### src/rtl/mem_arbiter_if.sv
// Request/response bundle between the CPU/PPU requesters, mem_arbiter and the memory controller.
// slave is the arbiter's view; master is the view of whatever drives the requests and the controller.
interface mem_arbiter_if;
    localparam int unsigned AW = 22;
    localparam int unsigned DW = 8;

    logic          a_req;
    logic          a_we;
    logic [AW-1:0] a_addr;
    logic [DW-1:0] a_wdata;
    logic          a_ack;
    logic [DW-1:0] a_rdata;

    logic          b_req;
    logic          b_we;
    logic [AW-1:0] b_addr;
    logic [DW-1:0] b_wdata;
    logic          b_ack;
    logic [DW-1:0] b_rdata;

    logic          read_a;
    logic          read_b;
    logic          write;
    logic [AW-1:0] addr;
    logic [DW-1:0] din;
    logic [DW-1:0] dout_a;
    logic [DW-1:0] dout_b;
    logic          busy;
    logic [1:0]    err;

    modport slave (
        input  a_req, a_we, a_addr, a_wdata,
        input  b_req, b_we, b_addr, b_wdata,
        input  dout_a, dout_b, busy,
        output a_ack, a_rdata, b_ack, b_rdata,
        output read_a, read_b, write, addr, din, err
    );

    modport master (
        output a_req, a_we, a_addr, a_wdata,
        output b_req, b_we, b_addr, b_wdata,
        output dout_a, dout_b, busy,
        input  a_ack, a_rdata, b_ack, b_rdata,
        input  read_a, read_b, write, addr, din, err
    );
endinterface

### src/rtl/mem_arbiter.sv
// Two-port (CPU A / PPU B) arbiter in front of a single busy-handshaking memory controller.
// MEMARB_ROUND_ROBIN_EN selects round-robin tie-break; otherwise port B always wins a tie.
module mem_arbiter (
    input  logic          clk,
    input  logic          reset,
    mem_arbiter_if.slave  bus
);
    localparam int unsigned AW = 22;
    localparam int unsigned DW = 8;

    typedef enum logic [1:0] {IDLE, ISSUE, WAIT_BUSY, WAIT_DONE} state_t;

    typedef struct packed {
        logic          valid;
        logic          we;
        logic [AW-1:0] addr;
        logic [DW-1:0] wdata;
    } slot_t;

    state_t state;
    slot_t  slot_a;
    slot_t  slot_b;
    slot_t  sel;
    logic   gnt_b;
    logic   done;
    logic   rel_a;
    logic   rel_b;
    logic   pick_b;
`ifdef MEMARB_ROUND_ROBIN_EN
    logic   rr_b;
`endif

    // Slot release happens on the edge that completes the owning transaction.
    assign done  = (state == WAIT_DONE) && !bus.busy;
    assign rel_a = done && !gnt_b;
    assign rel_b = done &&  gnt_b;

    always_comb begin
        pick_b = 1'b0;
        if (slot_b.valid && !slot_a.valid) begin
            pick_b = 1'b1;
        end else if (slot_a.valid && slot_b.valid) begin
`ifdef MEMARB_ROUND_ROBIN_EN
            pick_b = rr_b;
`else
            pick_b = 1'b1;
`endif
        end
        sel = pick_b ? slot_b : slot_a;
    end

    always_ff @(posedge clk or posedge reset) begin
        if (reset) begin
            state       <= IDLE;
            slot_a      <= '0;
            slot_b      <= '0;
            gnt_b       <= 1'b0;
            bus.a_ack   <= 1'b0;
            bus.b_ack   <= 1'b0;
            bus.a_rdata <= '0;
            bus.b_rdata <= '0;
            bus.read_a  <= 1'b0;
            bus.read_b  <= 1'b0;
            bus.write   <= 1'b0;
            bus.addr    <= '0;
            bus.din     <= '0;
            bus.err     <= 2'b00;
`ifdef MEMARB_ROUND_ROBIN_EN
            rr_b        <= 1'b0;
`endif
        end else begin
            bus.a_ack <= 1'b0;
            bus.b_ack <= 1'b0;

            // A request finding its slot occupied is dropped and flagged.
            if (bus.a_req) begin
                if (!slot_a.valid || rel_a)
                    slot_a <= '{valid: 1'b1, we: bus.a_we, addr: bus.a_addr, wdata: bus.a_wdata};
                else
                    bus.err[0] <= 1'b1;
            end else if (rel_a) begin
                slot_a.valid <= 1'b0;
            end

            if (bus.b_req) begin
                if (!slot_b.valid || rel_b)
                    slot_b <= '{valid: 1'b1, we: bus.b_we, addr: bus.b_addr, wdata: bus.b_wdata};
                else
                    bus.err[1] <= 1'b1;
            end else if (rel_b) begin
                slot_b.valid <= 1'b0;
            end

            case (state)
                IDLE: begin
                    // Never issue while the controller still reports busy (e.g. after a reset abort).
                    if ((slot_a.valid || slot_b.valid) && !bus.busy) begin
                        gnt_b      <= pick_b;
                        bus.addr   <= sel.addr;
                        bus.din    <= sel.we ? sel.wdata : '0;
                        bus.write  <= sel.we;
                        bus.read_a <= !sel.we && !pick_b;
                        bus.read_b <= !sel.we &&  pick_b;
`ifdef MEMARB_ROUND_ROBIN_EN
                        rr_b       <= !pick_b;
`endif
                        state      <= ISSUE;
                    end
                end
                ISSUE: begin
                    bus.read_a <= 1'b0;
                    bus.read_b <= 1'b0;
                    bus.write  <= 1'b0;
                    state      <= WAIT_BUSY;
                end
                WAIT_BUSY: begin
                    if (bus.busy)
                        state <= WAIT_DONE;
                end
                WAIT_DONE: begin
                    if (!bus.busy) begin
                        if (gnt_b) begin
                            bus.b_ack <= 1'b1;
                            if (!slot_b.we)
                                bus.b_rdata <= bus.dout_b;
                        end else begin
                            bus.a_ack <= 1'b1;
                            if (!slot_a.we)
                                bus.a_rdata <= bus.dout_a;
                        end
                        state <= IDLE;
                    end
                end
                default: state <= IDLE;
            endcase
        end
    end
endmodule
### src/flat_wrapper.sv
// flat-port wrapper written by rule: the top's interface ports become plain ports
module mem_arbiter_flat 
  (clk, reset, bus_a_req, bus_a_we, bus_a_addr, bus_a_wdata, bus_b_req, bus_b_we, bus_b_addr, bus_b_wdata, bus_dout_a, bus_dout_b, bus_busy, bus_a_ack, bus_a_rdata, bus_b_ack, bus_b_rdata, bus_read_a, bus_read_b, bus_write, bus_addr, bus_din, bus_err);
  mem_arbiter_if bus_i ();
  input  logic clk;
  input  logic reset;
  input wire logic [$bits(bus_i.a_req)-1:0] bus_a_req;
  input wire logic [$bits(bus_i.a_we)-1:0] bus_a_we;
  input wire logic [$bits(bus_i.a_addr)-1:0] bus_a_addr;
  input wire logic [$bits(bus_i.a_wdata)-1:0] bus_a_wdata;
  input wire logic [$bits(bus_i.b_req)-1:0] bus_b_req;
  input wire logic [$bits(bus_i.b_we)-1:0] bus_b_we;
  input wire logic [$bits(bus_i.b_addr)-1:0] bus_b_addr;
  input wire logic [$bits(bus_i.b_wdata)-1:0] bus_b_wdata;
  input wire logic [$bits(bus_i.dout_a)-1:0] bus_dout_a;
  input wire logic [$bits(bus_i.dout_b)-1:0] bus_dout_b;
  input wire logic [$bits(bus_i.busy)-1:0] bus_busy;
  output wire logic [$bits(bus_i.a_ack)-1:0] bus_a_ack;
  output wire logic [$bits(bus_i.a_rdata)-1:0] bus_a_rdata;
  output wire logic [$bits(bus_i.b_ack)-1:0] bus_b_ack;
  output wire logic [$bits(bus_i.b_rdata)-1:0] bus_b_rdata;
  output wire logic [$bits(bus_i.read_a)-1:0] bus_read_a;
  output wire logic [$bits(bus_i.read_b)-1:0] bus_read_b;
  output wire logic [$bits(bus_i.write)-1:0] bus_write;
  output wire logic [$bits(bus_i.addr)-1:0] bus_addr;
  output wire logic [$bits(bus_i.din)-1:0] bus_din;
  output wire logic [$bits(bus_i.err)-1:0] bus_err;
  assign bus_i.a_req = bus_a_req;
  assign bus_i.a_we = bus_a_we;
  assign bus_i.a_addr = bus_a_addr;
  assign bus_i.a_wdata = bus_a_wdata;
  assign bus_i.b_req = bus_b_req;
  assign bus_i.b_we = bus_b_we;
  assign bus_i.b_addr = bus_b_addr;
  assign bus_i.b_wdata = bus_b_wdata;
  assign bus_i.dout_a = bus_dout_a;
  assign bus_i.dout_b = bus_dout_b;
  assign bus_i.busy = bus_busy;
  assign bus_a_ack = bus_i.a_ack;
  assign bus_a_rdata = bus_i.a_rdata;
  assign bus_b_ack = bus_i.b_ack;
  assign bus_b_rdata = bus_i.b_rdata;
  assign bus_read_a = bus_i.read_a;
  assign bus_read_b = bus_i.read_b;
  assign bus_write = bus_i.write;
  assign bus_addr = bus_i.addr;
  assign bus_din = bus_i.din;
  assign bus_err = bus_i.err;
  mem_arbiter u_core (.clk(clk), .reset(reset), .bus(bus_i));
endmodule
### config.mk
export PLATFORM = sky130hd
export DESIGN_NAME = mem_arbiter_flat
export DESIGN_NICKNAME = d
export VERILOG_FILES = /design/src/rtl/mem_arbiter_if.sv /design/src/rtl/mem_arbiter.sv /design/src/flat_wrapper.sv
export SDC_FILE = /design/constraint.sdc
export NUM_CORES = 1
export LEC_CHECK = 0
export BUFFER_PORTS_ARGS = -buffer_cell sky130_fd_sc_hd__buf_2
export CORE_MARGIN = 2
export CORE_UTILIZATION = 50
export CTS_BUF_LIST = sky130_fd_sc_hd__clkbuf_4
export DETAILED_ROUTE_END_ITERATION = 6
export PLACE_DENSITY = 0.83
export SLEW_MARGIN = 40
export SYNTH_ARGS = -nofsm -noshare
export SYNTH_HDL_FRONTEND = slang
export SYNTH_SLANG_ARGS = --single-unit
### constraint.sdc
create_clock -name clk -period 4.7 [get_ports clk]
set_input_delay 0.705 -clock clk [delete_from_list [all_inputs] [get_ports clk]]
set_output_delay 0.705 -clock clk [all_outputs]
set_load 0.005 [all_outputs]
==> impl_metrics.py, run 1 <==
metrics = {
    "run_status": {
        "status": "complete, no violations",
    },
    "critical_path": {
        "worstPathArrival_ns": 2.50,
        "timing.rr.start": "u_core.state[1]",
        "rr_worst_depth": 4,
        "regToRegEndpoint": "u_core.bus.a_rdata[1]",
        "cp-startpoint": "u_core.state[1]",
        "worst_setup_path_start_kind": "register",
        "timing.setup.critical_path_class": "register to register",
        "timing.reg2reg.setup_slack_ns": 2.58,
        "worst_setup_path_endpoint": "u_core.bus.a_rdata[1]",
        "worstPathRequired_ns": 5.07,
        "critical_path.endpoint_type": "register",
        "timing.critical_path.fanout_max": 8,
    },
    "floorplanning": {
        "floorplan.initialDensity_pct": 51.67,
        "die_area_um2": 10970,
        "die_height_um": 104.7,
        "design.core.area_um2": 9819,
        "pin_count": 136,
        "fp-row-count": 36,
        "fp.dieW_um": 104.7,
    },
    "final_layout": {
        "drive_gt1_share_pct": 55.96,
        "num_antenna_cells": 0,
        "layout.nets": 571,
        "synthesis_to_layout_area_growth_pct": 20.07,
        "stdcell_count": 628,
        "finish.instance_area_um2": 6092,
        "utilization_pct": 62.04,
    },
    "synth": {
        "yosys.area_share.xor_xnor_pct": 0,
        "synth_simple_gate_area_share_pct": 2.441,
        "synth_edf_count": 0,
        "postSynthRegisterBits": 120,
        "synth.yosys.warnings": 0,
        "synth-async-reset-ratio_pct": 100.0,
        "largest_family_of_logic_cells_by_synthesized_area": "multiplexers",
        "synthMuxAreaShare_pct": 23.95,
        "mappedNetlistNets": 432,
        "postSynthAreaPerCell_um2": 14.75,
        "share_of_the_synthesized_area_in_compound_gates_ao_oa_aoi_oai_pct": 9.396,
        "netlist_area_um2": 5074,
        "synth-seq-area-share_pct": 59.19,
        "synth.lib_cells_used.distinct": 34,
        "synth_top_cell_area_share_pct": 59.19,
        "synth_area_leaders": "sky130_fd_sc_hd__dfrtp_1, sky130_fd_sc_hd__mux2_2, sky130_fd_sc_hd__mux2i_1, sky130_fd_sc_hd__o21ai_2, sky130_fd_sc_hd__o21ai_0",
        "synthesis.instances": 344,
        "netlist.top_cell.by_area": "sky130_fd_sc_hd__dfrtp_1",
        "synth_fa_ha_area_share_pct": 1.233,
        "ys_dominant_reg_cell": "sky130_fd_sc_hd__dfrtp_1",
    },
    "drt": {
        "detailedRoute.firstPassIterationCount": 4,
        "ant_nets": 0,
        "drt-wirelength-per-cell_um": 16.29,
        "totalWireLength_mm": 10.23,
        "drt-vias-per-instance": 5.189,
        "drt_drc_violations_left": 0,
        "vias": 3259,
        "detail_route.iter0.violations": 117,
    },
    "timing": {
        "measured_slew_at_the_worst_slew_check_pin_ns": 0.7251,
        "relSlewSlack_pct": 51.66,
        "report.final.hold_viol_count": 0,
        "finalWorstPathRequiredPeriod_ns": 2.124,
        "grt_setup_unrepaired": "false",
        "setup_violations": 0,
        "setup_total_negative_slack_ns": 0,
        "post-route-period-util_pct": 45.19,
        "max_freq_mhz": 470.8,
        "final_max_slew_viol_count": 0,
        "clock_skew_ns": 0.01495,
    },
    "placement": {
        "hpwlAfterDp_mm": 7.388,
        "postPlaceCellArea_um2": 5853,
        "place.port_buffers": 135,
        "number_of_placed_instances_with_taps_included": 597,
        "gp_routability_congestion": 0.7630,
    },
    "global_routing": {
        "gr-usage-all-layers_pct": 20.23,
        "residual_overflow_from_global_routing": 0,
        "grt_max_degree": 85,
        "number_of_global_route_vias_before_repair": 3463,
        "first_pass_grt_wire_length_mm": 17.34,
        "grt_antenna_before_repair": 0,
    },
    "flow_run": {
        "max_cap_viol_count": 0,
    },
    "cts": {
        "cts_inserted_buffers": 17,
        "htree_num_levels": 4,
        "tritoncts": "done",
        "postCtsSetupBuffers": 0,
        "ctsResizeCount": 0,
        "ctsRootBufferMaster": "sky130_fd_sc_hd__clkbuf_4",
        "insertion_delay_ns": 0.50,
        "cts.hold.buffers_added": 0,
        "worst_setup_hold_path_clk_slew_ns": 0.10,
        "clock_path_buffers": 2,
        "numClockSinks": 120,
    },
    "power_and_ir_drop": {
        "power.ir.vdd_worst_mv": 0.2564,
        "power_leakage_nw": 3.088,
        "pwr_dens_nw_per_um2": 589.6,
    },
    "hold_path": {
        "worstHoldPathType": "input pin to async pin",
    },
}
## routing by layer
layer,track usage [%],vias to the layer above,share of wire (%)
met5,0,-,0
met3,6.737,14,7.0
li1,-,1514,-
met4,7.905,0,1.5
met2,31.82,116,48
met1,26.00,1615,44
## worst min-delay path by stage
stage	startpoint	end	slack (ns)
after floorplan	u_core.bus.err[0]	u_core.bus.err[0]	0.45
after global placement	u_core.bus.err[0]	u_core.bus.err[0]	0.45
after detailed placement	u_core.bus.err[0]	u_core.bus.err[0]	0.45
after CTS	reset	u_core.bus.read_a	0.33
after global routing	reset	u_core.slot_b[14]	0.33
final	reset	u_core.slot_b[14]	0.32
## cell families (layout without fill, tap and decap cells)
logic type / Yosys count / after routing
AOI/OAI and AO/OA: 65 / 65
adders and majority gates: 5 / 5
buffers and inverters: 26 / 177
DFF: 120 / 120
muxes: 111 / 111
and+or+nand+nor: 17 / 17
## state kept, by name (all words and copies together) (netlist names), 2 cells and up
| signal | count |
|---|---|
| u_core.bus.a_rdata | 8 |
| u_core.bus.addr | 22 |
| u_core.bus.b_rdata | 8 |
| u_core.bus.din | 8 |
| u_core.bus.err | 2 |
| u_core.slot_a | 32 |
| u_core.slot_b | 32 |
| u_core.state | 2 |
## stage by stage
step / power, mW / setup slack (ns) / hold WS (ns)
after floorplan: 2.576 / 0.8092 / 0.4510
after global placement: 2.891 / 2.226 / 0.4471
after detailed placement: 3.006 / 2.359 / 0.4472
after CTS: 3.646 / 2.547 / 0.3317
after global routing: 3.858 / 2.420 / 0.3341
final: 3.592 / 2.576 / 0.3215
## power breakdown
part	internal, mW	total [mW]	switching, mW	leakage [nW]
logic	0.667	1.21	0.545	1.49
clock network	0.276	0.632	0.356	0.132
registers	1.49	1.75	0.258	1.47
## placed cells by master (no fill, tap or decap), types with 3 or more instances in the layout
master / netlist / layout
sky130_fd_sc_hd__buf_2: 5 / 135
sky130_fd_sc_hd__o2bb2ai_1: 8 / 8
sky130_fd_sc_hd__mux2_1: 7 / 7
sky130_fd_sc_hd__nor2_1: 5 / 4
sky130_fd_sc_hd__inv_1: 5 / 4
sky130_fd_sc_hd__o21ai_0: 23 / 23
sky130_fd_sc_hd__dfrtp_1: 120 / 119
sky130_fd_sc_hd__buf_4: 1 / 4
sky130_fd_sc_hd__ha_1: 5 / 5
sky130_fd_sc_hd__a21o_1: 3 / 3
sky130_fd_sc_hd__clkinv_2: 0 / 5
sky130_fd_sc_hd__mux2_2: 72 / 72
sky130_fd_sc_hd__mux2i_1: 31 / 31
sky130_fd_sc_hd__clkbuf_4: 0 / 21
sky130_fd_sc_hd__clkinvlp_4: 0 / 3
sky130_fd_sc_hd__o21ai_2: 21 / 20
## cell usage after synthesis, types with 2 or more instances
cell                        instances
sky130_fd_sc_hd__a21o_1             3
sky130_fd_sc_hd__o211ai_1           2
sky130_fd_sc_hd__a22oi_1            2
sky130_fd_sc_hd__buf_6             10
sky130_fd_sc_hd__dfrtp_1          120
sky130_fd_sc_hd__o21ai_2           21
sky130_fd_sc_hd__o2bb2ai_1          8
sky130_fd_sc_hd__mux2_1             7
sky130_fd_sc_hd__nor2_1             5
sky130_fd_sc_hd__a31o_2             2
sky130_fd_sc_hd__mux2_2            72
sky130_fd_sc_hd__clkbuf_1           4
sky130_fd_sc_hd__ha_1               5
sky130_fd_sc_hd__inv_1              5
sky130_fd_sc_hd__o21ai_1            2
sky130_fd_sc_hd__o21ai_0           23
sky130_fd_sc_hd__nand2b_1           2
sky130_fd_sc_hd__mux2i_1           31
sky130_fd_sc_hd__buf_2              5
## critical path, stage by stage, from the launching register on
cell,delay (ns)
sky130_fd_sc_hd__dfrtp_1,0.41
sky130_fd_sc_hd__ha_1,0.26
sky130_fd_sc_hd__nor3b_4,0.32
sky130_fd_sc_hd__nor2b_1,0.61
sky130_fd_sc_hd__mux2_2,0.42
## area by class of cell
class	count	area (um2)
Fill cell	810	3727
Sequential cell	120	3004
Multi-Input combinational cell	198	1898
Timing Repair Buffer	141	760.7
Tap cell	133	166.4
Clock buffer	21	157.7
Clock inverter	10	81.33
Inverter	5	23.77
Note: power is estimated with default switching activity, not from simulation.
==> run 2: changes to the inputs <==
ABC_AREA = 1   (was not set)
clock period = 2.03 ns   (was 4.7 ns; I/O delays follow)
==> run 2 against run 1 <==
Routed wire length increased by 26%. Hold slack got worse by 0.29 ns. Count of clock-buffer cells in the layout decreased by 2. Largest cell class unchanged.
==> impl_metrics.py, run 2 <==
metrics = {
    "critical_path": {
        "slowest_stage": "sky130_fd_sc_hd__dfrtp_1",
        "largest_stage_delay_on_the_critical_path_ns": 0.44,
        "timing.setup.critical_path_class": "register to register",
        "timing.critical_path.fanout_max": 20,
        "worstPathArrival_ns": 2.12,
        "critical-path-top-cell-by-count": "sky130_fd_sc_hd__nand2_1",
        "worst_setup_path_start_kind": "register",
        "critical_path.endpoint_type": "register",
        "crit_path_cell_trace": "inv_1 -> ha_1 -> nand3_2 -> buf_12 -> nor2_4 -> nand2_1 -> nand2_1",
        "worstPathRequired_ns": 2.47,
    },
    "timing": {
        "max_freq_mhz": 596.5,
        "setup_violations": 0,
        "measured_slew_at_the_worst_slew_check_pin_ns": 0.4869,
        "setup_slack_ns": 0.3536,
        "grt_setup_unrepaired": "false",
        "final_max_slew_viol_count": 0,
        "final_layout_worst_hold_slack_ns": 0.02734,
        "post-route-period-util_pct": 82.58,
        "report.final.hold_viol_count": 0,
        "clock_skew_ns": 0.01623,
        "setup_total_negative_slack_ns": 0,
        "finalWorstPathRequiredPeriod_ns": 1.676,
        "relSlewSlack_pct": 67.45,
    },
    "cts": {
        "tritoncts": "done",
        "worst_setup_hold_path_clk_slew_ns": 0.11,
        "numClockSinks": 120,
        "ctsRootBufferMaster": "sky130_fd_sc_hd__clkbuf_4",
        "htree_num_levels": 4,
        "postCtsSetupBuffers": 0,
        "insertion_delay_ns": 0.50,
        "cts_inserted_buffers": 17,
        "clock_path_buffers": 2,
    },
    "global_routing": {
        "gr-usage-all-layers_pct": 23.66,
        "grt_max_degree": 54,
        "residual_overflow_from_global_routing": 0,
        "first_pass_grt_wire_length_mm": 20.82,
        "number_of_global_route_vias_before_repair": 4535,
        "grt_antenna_before_repair": 0,
    },
    "drt": {
        "drt-wirelength-per-cell_um": 13.91,
        "detailedRoute.firstPassIterationCount": 6,
        "detail_route.iter0.violations": 343,
        "drt-vias-per-instance": 5.050,
        "ant_nets": 0,
        "drt_drc_violations_left": 0,
        "totalWireLength_mm": 12.91,
        "vias": 4686,
    },
    "run_status": {
        "status": "complete, no violations",
    },
    "synth": {
        "synth.top_cells.by_count": "sky130_fd_sc_hd__nand2_1, sky130_fd_sc_hd__dfrtp_1, sky130_fd_sc_hd__nand3_1, sky130_fd_sc_hd__inv_1",
        "synth_edf_count": 0,
        "synthesis.instances": 632,
        "synth.lib_cells_used.distinct": 20,
        "synth_area_leaders": "sky130_fd_sc_hd__dfrtp_1, sky130_fd_sc_hd__nand2_1, sky130_fd_sc_hd__nand3_1, sky130_fd_sc_hd__inv_1, sky130_fd_sc_hd__buf_2",
        "mappedNetlistNets": 720,
        "netlist.top_cell.by_area": "sky130_fd_sc_hd__dfrtp_1",
        "synth-seq-area-share_pct": 57.50,
        "synth.yosys.warnings": 0,
        "share_of_the_synthesized_area_in_compound_gates_ao_oa_aoi_oai_pct": 1.941,
        "synth-async-reset-ratio_pct": 100.0,
        "yosysMostFrequentCell": "sky130_fd_sc_hd__nand2_1",
        "synth_top_cell_area_share_pct": 57.50,
        "netlist_area_um2": 5223,
        "postSynthAreaPerCell_um2": 8.263,
        "synthMuxAreaShare_pct": 0,
        "synth_fa_ha_area_share_pct": 1.198,
        "largest_family_of_logic_cells_by_synthesized_area": "simple AND/OR/NAND/NOR gates",
        "postSynthRegisterBits": 120,
        "synth_simple_gate_area_share_pct": 33.92,
        "ys_dominant_reg_cell": "sky130_fd_sc_hd__dfrtp_1",
        "yosys.area_share.xor_xnor_pct": 0,
    },
    "floorplanning": {
        "fp.dieW_um": 106.2,
        "design.core.area_um2": 10230,
        "fp-row-count": 37,
        "floorplan.initialDensity_pct": 51.05,
        "die_area_um2": 11280,
        "die_height_um": 106.2,
        "pin_count": 136,
    },
    "placement": {
        "hpwlAfterDp_mm": 9.022,
        "placement.setup.worst_slack_ns": 0.3871,
        "place.port_buffers": 135,
        "gp_routability_congestion": 0.8627,
    },
    "power_and_ir_drop": {
        "pwr_dens_nw_per_um2": 1276,
        "pwr-share-clk_pct": 19.2,
        "switchingPower_mw": 3.003,
        "internal-power_mw": 5.186,
        "power_frac_comb_pct": 32.6,
        "swShare_pct": 36.67,
        "power_leakage_nw": 3.759,
        "p_seq_share_pct": 48.2,
        "power.ir.vdd_worst_mv": 0.5059,
    },
    "final_layout": {
        "utilization_pct": 62.71,
        "synthesis_to_layout_area_growth_pct": 22.86,
        "num_antenna_cells": 0,
        "layout_commonest_cell": "sky130_fd_sc_hd__nand2_1",
        "final.fill_count": 900,
        "final_cell_mix": "sky130_fd_sc_hd__nand2_1, sky130_fd_sc_hd__buf_2, sky130_fd_sc_hd__dfrtp_1",
        "layout.nets": 868,
        "drive_gt1_share_pct": 24.12,
        "top_regs": "u_core.slot_a x32, u_core.slot_b x32, u_core.bus.addr x22",
    },
    "flow_run": {
        "max_cap_viol_count": 0,
    },
    "hold_path": {
        "worstHoldPathType": "input pin to register",
    },
}
run 2: cell types whose count changed in the layout (fill, tap and decap cells not counted), moves of 9 or more:
cell,delta
sky130_fd_sc_hd__mux2_2,-72
sky130_fd_sc_hd__o21ai_0,-9
sky130_fd_sc_hd__nand2_1,+344
sky130_fd_sc_hd__o21ai_2,-20
sky130_fd_sc_hd__mux2i_1,-31
sky130_fd_sc_hd__dlygate4sd3_1,+15
sky130_fd_sc_hd__nand3_1,+77
sky130_fd_sc_hd__inv_1,+15
run 2: worst paths after layout:
check                      cells after the start             startpoint               endpoint  slack [ns]
setup / recovery                               7        u_core.state[1]       u_core.bus.write        0.35
hold / removal                                 3         bus_a_addr[19]      u_core.slot_a[27]        0.03
setup reg to reg                               7        u_core.state[1]       u_core.bus.write        0.35
hold reg to reg                                2  u_core.bus.b_rdata[6]  u_core.bus.b_rdata[6]        0.47
max in group asynchronous                      4                  reset      u_core.bus.read_b        1.06
min in group asynchronous                      3                  reset  u_core.bus.a_rdata[0]        0.36
run 2: power by group through the flow:
stage	Combinational, mW	Sequential (mW)	Clock [mW]
after global routing	3.06	4.04	1.71
after detailed placement	2.67	3.97	0
after floorplan	1.75	3.88	0
after global placement	2.52	3.92	0
final	2.67	3.95	1.57
after CTS	2.69	3.93	1.60
run 2: worst max-delay path: cells and delay by family, from the launching register on:
| kind | cells | cell delay [ns] |
|---|---|---|
| simple gates | 4 | 0.60 |
| flops | 1 | 0.44 |
| buf+inv | 2 | 0.37 |
| fa+ha+maj | 1 | 0.21 |
run 2: kinds of logic (layout without fill, tap and decap cells):
logic type                 after synthesis  after routing
and+or+nand+nor                        433            433
DFF                                    120            120
buffers and inverters                   57            217
AOI/OAI and AO/OA                       17             17
adders and majority gates                5              5
run 2: per-layer routing:
metal	vias to the layer above	GRT usage [%]	part of all wire (%)
met4	0	9.117	1.8
met2	190	39.42	49
li1	2258	-	-
met3	26	5.150	6.4
met1	2212	30.32	42
met5	-	0	0
run 2: per-stage QoR:
step	std cells	total power, mW	cell area (um2)
6_report	928	8.189	6416
5_1_grt	928	8.804	6416
4_1_cts	920	8.214	6336
3_5_place_dp	882	6.631	6013
3_3_place_gp	882	6.448	6013
2_1_floorplan	632	5.626	5226
run 2: repair_timing:
item	CTS	global route
hold buffers	7	8
resized for setup	0	0
endpoints found under the hold margin	23	8
run 2: final cells by class:
class,instances,area [um2],area share [%]
Clock inverter,12,110.1,1.716
Tap cell,136,170.2,2.652
Inverter,22,86.33,1.346
Timing Repair Buffer,164,968.4,15.09
Clock buffer,19,142.6,2.223
Multi-Input combinational cell,455,1936,30.17
Sequential cell,120,3003,46.80
